File: config.mk
export PLATFORM = sky130hd
export DESIGN_NAME = inst_axi_rd_bridge
export DESIGN_NICKNAME = d
export VERILOG_FILES = /design/src/rtl/inst_axi_rd_bridge.sv
export SDC_FILE = /design/constraint.sdc
export NUM_CORES = 1
export LEC_CHECK = 0
export CAP_MARGIN = 0
export CORE_ASPECT_RATIO = 1.4
export CORE_MARGIN = 2
export CORE_UTILIZATION = 37
export CTS_BUF_LIST = sky130_fd_sc_hd__clkbuf_16
export DETAILED_ROUTE_END_ITERATION = 12
export PLACE_DENSITY_LB_ADDON = 0.3
export SLEW_MARGIN = 10
export SYNTH_ARGS = -nofsm -noshare
export SYNTH_HDL_FRONTEND = slang
export SYNTH_SLANG_ARGS = --single-unit
File: constraint.sdc
create_clock -name clk -period 1.7 [get_ports clk]
set_clock_uncertainty 0.05 [all_clocks]
set_input_delay 0.34 -clock clk [delete_from_list [all_inputs] [get_ports clk]]
set_output_delay 0.34 -clock clk [all_outputs]
set_load 0.02 [all_outputs]
File: src/rtl/inst_axi_rd_bridge.sv
// inst_axi_rd_bridge: turns each one-cycle fetch request into one single-beat
// AXI4 read (AR then R) and hands the word back with a one-cycle done pulse.
// Optional feature macro: INST_AXI_RD_ERR_EN. When it is defined, an error
// response substitutes ERR_DATA for the read word and raises axi_rerr.
//
// Handshake rule used on both AXI channels: a transfer happens on a rising
// clock edge where valid and ready are both high. arvalid stays high with
// araddr stable until that edge, and rready is high only while waiting for
// the one R beat. Data presented outside that window is not consumed.
module inst_axi_rd_bridge #(
  parameter int                 ADDR_W   = 32,
  parameter int                 DATA_W   = 32,
  parameter int                 ID_W     = 4,
  parameter logic [ID_W-1:0]    ARID_VAL = '0,
  parameter logic [DATA_W-1:0]  ERR_DATA = '0
) (
  input  logic              clk,
  input  logic              resetn,
  input  logic              axi_start,
  input  logic [ADDR_W-1:0] axi_addr,
  output logic              axi_done,
  output logic [DATA_W-1:0] axi_rdata,
  output logic              axi_busy,
`ifdef INST_AXI_RD_ERR_EN
  output logic              axi_rerr,
`endif
  output logic [ID_W-1:0]   arid,
  output logic [ADDR_W-1:0] araddr,
  output logic [7:0]        arlen,
  output logic [2:0]        arsize,
  output logic [1:0]        arburst,
  output logic              arvalid,
  input  logic              arready,
  input  logic [ID_W-1:0]   rid,
  input  logic [DATA_W-1:0] rdata,
  input  logic [1:0]        rresp,
  input  logic              rlast,
  input  logic              rvalid,
  output logic              rready,
  output logic [1:0]        dbg_state
);

  typedef enum logic [1:0] {
    S_IDLE = 2'd0,
    S_AR   = 2'd1,
    S_R    = 2'd2,
    S_DONE = 2'd3
  } state_t;

  state_t state_q;
  state_t state_d;

  // State register; reset aborts any read in flight immediately.
  always_ff @(posedge clk or negedge resetn) begin
    if (!resetn) begin
      state_q <= S_IDLE;
    end else begin
      state_q <= state_d;
    end
  end

  // Next-state: one pass IDLE -> AR -> R -> DONE -> IDLE per accepted start.
  always_comb begin
    state_d = state_q;
    case (state_q)
      S_IDLE:  if (axi_start) state_d = S_AR;
      S_AR:    if (arready)   state_d = S_R;
      S_R:     if (rvalid)    state_d = S_DONE;
      S_DONE:  state_d = S_IDLE;
      default: state_d = S_IDLE;
    endcase
  end

  // Handshake and status outputs decode straight from the state so that an
  // asynchronous reset drops them without waiting for a clock edge.
  assign arvalid   = (state_q == S_AR);
  assign rready    = (state_q == S_R);
  assign axi_done  = (state_q == S_DONE);
  assign axi_busy  = (state_q != S_IDLE);
  assign dbg_state = state_q;

  // Single-beat, word-sized INCR read with a fixed ID.
  assign arid    = ARID_VAL;
  assign arlen   = 8'd0;
  assign arsize  = 3'b010;
  assign arburst = 2'b01;

  // Address capture on an accepted start (word aligned) and data capture on
  // the R beat; the word is held until the next beat replaces it.
  always_ff @(posedge clk or negedge resetn) begin
    if (!resetn) begin
      araddr    <= '0;
      axi_rdata <= '0;
    end else begin
      if (state_q == S_IDLE && axi_start) begin
        araddr <= {axi_addr[ADDR_W-1:2], 2'b00};
      end
      if (state_q == S_R && rvalid) begin
`ifdef INST_AXI_RD_ERR_EN
        axi_rdata <= rresp[1] ? ERR_DATA : rdata;
`else
        axi_rdata <= rdata;
`endif
      end
    end
  end

`ifdef INST_AXI_RD_ERR_EN
  // Error flag: set with the returned word on SLVERR/DECERR, cleared when the
  // next request is accepted.
  always_ff @(posedge clk or negedge resetn) begin
    if (!resetn) begin
      axi_rerr <= 1'b0;
    end else if (state_q == S_IDLE && axi_start) begin
      axi_rerr <= 1'b0;
    end else if (state_q == S_R && rvalid) begin
      axi_rerr <= rresp[1];
    end
  end

  // rid, rlast and the low response bit carry no information for this block.
  logic unused_ok;
  assign unused_ok = ^{rid, rlast, rresp[0], axi_addr[1:0]};
`else
  // Without error handling the response code and error word play no part.
  logic unused_ok;
  assign unused_ok = ^{rid, rlast, rresp, axi_addr[1:0], ERR_DATA};
`endif

endmodule

==> results by stage <==
Run status:
- The run finished with clean final reports.

Clocking:
- The maximum clock path buffer count is 2.
- TritonCTS created 9 clock buffers.
- Counting every sink on the clock net gives 64.
- The level count of the clock H-tree is 3.
- The clock transition time at the flip-flop clock pins of the worst setup and hold paths is 50 ps.
- The tree is rooted in a sky130_fd_sc_hd__clkbuf_16.
- TritonCTS built the clock tree.
- The clock insertion delay at the later pin of the skew report is ~320 ps.

Setup path:
- The worst setup path is launched from a flop.
- At the worst endpoint, the required time is approximately 1900 ps.
- Along the worst path, the maximum fanout reaches 5.
- For flop-to-flop paths, the worst setup slack is 30 ps.
- The kind of capture point of the worst setup path is a flop.
- The data arrival time at the worst-slack endpoint is 1830 ps.
- The critical path is of the flop to flop type.

Power and ir drop:
- The internal portion of the total power is 5.79 mW.
- The net switching component of the power is 3.00 mW.
- The completed layout was analyzed and its total power is 8.79 mW.
- The standby leakage power is 2.17 nW.
- In this run the power density over the cells is 1990 nW/um^2.
- The proportion of total power due to net switching is 34.1%.
- The part of the power in combinational logic is 49.9%.
- The worst-case IR drop observed on VDD is 1090 uV.
- The proportion of power drawn by the clock network is around 20%.
- The fraction of power consumed by sequential logic is about 31%.

Synthesis:
- After synthesis, the cell types taking the most area are sky130_fd_sc_hd__dfrtp_1 (62%), sky130_fd_sc_hd__mux2_2 (27%), sky130_fd_sc_hd__buf_4 (5.5%).
- The part of the Yosys area used for sequential elements is between 60% and 70%.
- The netlist uses 12 different library cells.
- The most instantiated library cell after synthesis is sky130_fd_sc_hd__dfrtp_1.
- The number of cells produced by synthesis is between 150 and 200.
- Among all flip-flop cells after synthesis, the most frequent one is sky130_fd_sc_hd__dfrtp_1.
- A synthesized cell averages 15.4 sq um.
- Summed over its instances, the top area cell type makes up about 62% of the synthesized netlist area.
- The synthesized design contains 64 register bits.
- The warning count from the yosys run is 0.
- The top cell type by total area after synthesis is sky130_fd_sc_hd__dfrtp_1.
- The synthesized design contains 0 enable-type register cells.
- By count the netlist is led by sky130_fd_sc_hd__dfrtp_1 (64), sky130_fd_sc_hd__mux2_2 (62), sky130_fd_sc_hd__buf_4 (19).
- The proportion of register bits with asynchronous set or reset after synthesis is 100%.
- The cell area that synthesis handed to floorplanning was around 2600 sq um.

Detailed routing:
- The first-pass iteration count of the detailed router is 4.
- Detailed routing placed a total of 3160 microns of wire on met2.
- In this run the remaining antenna-violating nets after routing total 0.
- The detailed router placed 1,812 vias in this run.
- The routed metal-1 wire length is 2160 microns.
- For this block, the routed nets add up to around 6000 microns of wire.
- In the routed design, unresolved DRC markers number 0.
- Wire segments on met3 add up to 463 microns in the final route.
- The DRC marker count from the first detailed-route iteration is 85.
- The highest metal layer with signal wires is met4.
- Using the TritonRoute via totals, the vias-per-cell ratio works out to 4.37.
- The average routed wire per standard cell is between 10 and 15 microns.

Floorplan:
- The die area is 7710 sq um.
- The starting utilization of the core area is approximately 38%.
- The die outline height is 103 microns.
- The cell row count is 36.
- The overall die width is 74.8 microns.
- 163 I/O pins were placed.
- After floorplanning, the core was sized to cover around 6900 sq um.

Final layout:
- The area growth from synthesis to layout is 70.3%.
- The count of antenna diodes in the layout is 0.
- The final-layout fill cell count is 545.
- In the final layout, the share of cells above drive strength 1 is 29.4%.
- After the last flow step, the layout net total stands at approximately 400.

Timing:
- The final count of hold timing violations is 0.
- The worst path needs around 1700 ps of the cycle, external delays included.
- The final-report max-slew violation count is 0.
- For this run, the top clock speed supported by timing is 597 MHz.
- The tightest hold path in the finished design has a slack of 446 ps.
- The ratio of final minimum period to clock period is 98.4%.
- Setup violations remaining at the end of the flow were counted as 0.

Global routing:
- The first global-routing pass estimated 8540 microns of wire.
- The largest net degree at the start of global routing is 65.
- Global routing consumed, over all layers together, 15.3% of the routing resources.
- The number of antenna violations at the first check in global routing is 0.
- The via count of the first global-routing pass was between 1,500 and 2,000.
- The remaining global-route overflow is 0.

Place:
- The final weighted congestion in routability-driven placement is 0.655.
- The sum of net half-perimeters after detailed placement is about 4200 microns.
- Port buffering added 134 buffers.

Flow run:
- The count of maximum capacitance violations is 0.

Hold path:
- The classification of the worst-slack hold path is flop to flop.
-- cell usage in the layout, fill, tap and decap left out, types with 2 or more instances in the layout --
| cell | synthesis | final |
|---|---|---|
| sky130_fd_sc_hd__dfrtp_2 | 0 | 2 |
| sky130_fd_sc_hd__inv_1 | 6 | 5 |
| sky130_fd_sc_hd__dfrtp_1 | 64 | 62 |
| sky130_fd_sc_hd__dlygate4sd2_1 | 0 | 3 |
| sky130_fd_sc_hd__dlymetal6s2s_1 | 0 | 29 |
| sky130_fd_sc_hd__clkinv_1 | 0 | 4 |
| sky130_fd_sc_hd__ha_4 | 0 | 2 |
| sky130_fd_sc_hd__buf_4 | 19 | 4 |
| sky130_fd_sc_hd__ha_1 | 4 | 2 |
| sky130_fd_sc_hd__conb_1 | 2 | 19 |
| sky130_fd_sc_hd__clkbuf_16 | 0 | 9 |
| sky130_fd_sc_hd__mux2_2 | 62 | 62 |
| sky130_fd_sc_hd__clkdlybuf4s50_1 | 0 | 97 |
| sky130_fd_sc_hd__nand2_1 | 2 | 2 |
| sky130_fd_sc_hd__buf_12 | 0 | 3 |
| sky130_fd_sc_hd__buf_2 | 6 | 4 |
-- final cells by class --
| type | instances | area (sq um) | share of cell area [%] |
|---|---|---|---|
| Multi-Input combinational cell | 91 | 895 | 20.2 |
| Clock buffer | 9 | 225 | 5.10 |
| Clock inverter | 7 | 53.8 | 1.22 |
| Timing Repair Buffer | 143 | 1500 | 33.9 |
| Inverter | 6 | 25.0 | 0.566 |
| Sequential cell | 64 | 1600 | 36.3 |
| Tap cell | 95 | 119 | 2.69 |
-- worst max-delay path, cell delays in order, from the launching register on --
cell and delay [ps]:
sky130_fd_sc_hd__dfrtp_2 440, sky130_fd_sc_hd__buf_6 130, sky130_fd_sc_hd__ha_4 160, sky130_fd_sc_hd__a222oi_1 310, sky130_fd_sc_hd__buf_4 180, sky130_fd_sc_hd__mux2_4 290
-- registers in the layout (all words and copies together) (netlist names) --
name / flops
dbg_state: 2
araddr: 30
axi_rdata: 32
-- repair_timing --
action / in CTS / in global routing
hold endpoints to repair: 64 / 0
resized for setup: 17 / 37
pin swaps: 1 / 1
cloned: 0 / 0
endpoints found under the setup margin: 8 / 33
hold buffers: 1 / 0
buffers inserted: 0 / 2
-- power groups by stage --
stage,Sequential [mW],Combinational (mW),Clock (mW)
after detailed placement,2.73,4.44,0
final,2.70,4.38,1.71
after CTS,2.71,4.42,1.76
after floorplan,3.70,1.31,0
after global placement,2.67,4.39,0
after global routing,2.80,4.66,1.83
-- per-layer routing --
layer | vias up | track usage (%)
li1 | 832 | -
met1 | 887 | 16.7
met2 | 86 | 24.6
met3 | 7 | 5.18
met4 | 0 | 10.4
met5 | - | 0
-- kinds of logic after synthesis --
group	synth area share, %
buffers and inverters	7.52
adder cells (fa/ha/maj)	1.93
other	0.289
flip-flops	61.7
multiplexers	27.7
AO/OA/AOI/OAI	0.386
AND/OR/NAND/NOR	0.434
-- worst paths after layout --
kind	startpoint	to	cells past startpoint
max in group asynchronous	resetn	dbg_state[1]	3
worst min register to register	axi_rdata[18]	axi_rdata[18]	1
worst min-delay path	axi_rdata[18]	axi_rdata[18]	1
worst max-delay path	dbg_state[1]	dbg_state[1]	5
min in group asynchronous	resetn	araddr[10]	3
worst max register to register	dbg_state[1]	dbg_state[1]	5
-- through the flow --
step                      TNS (ps)  area [sq um]  std cells  util (%)  setup slack [ps]
after floorplan                  0          2670        186         -              6.26
after global placement        -214          4040        396      58.6              -137
after detailed placement      -287          4040        396      58.6              -152
after CTS                        0          4330        413      62.8              3.40
after global routing         -44.3          4420        415      64.1             -22.9
final                            0          4420        415      64.1              26.4
Power figures use the tool's default switching activity.
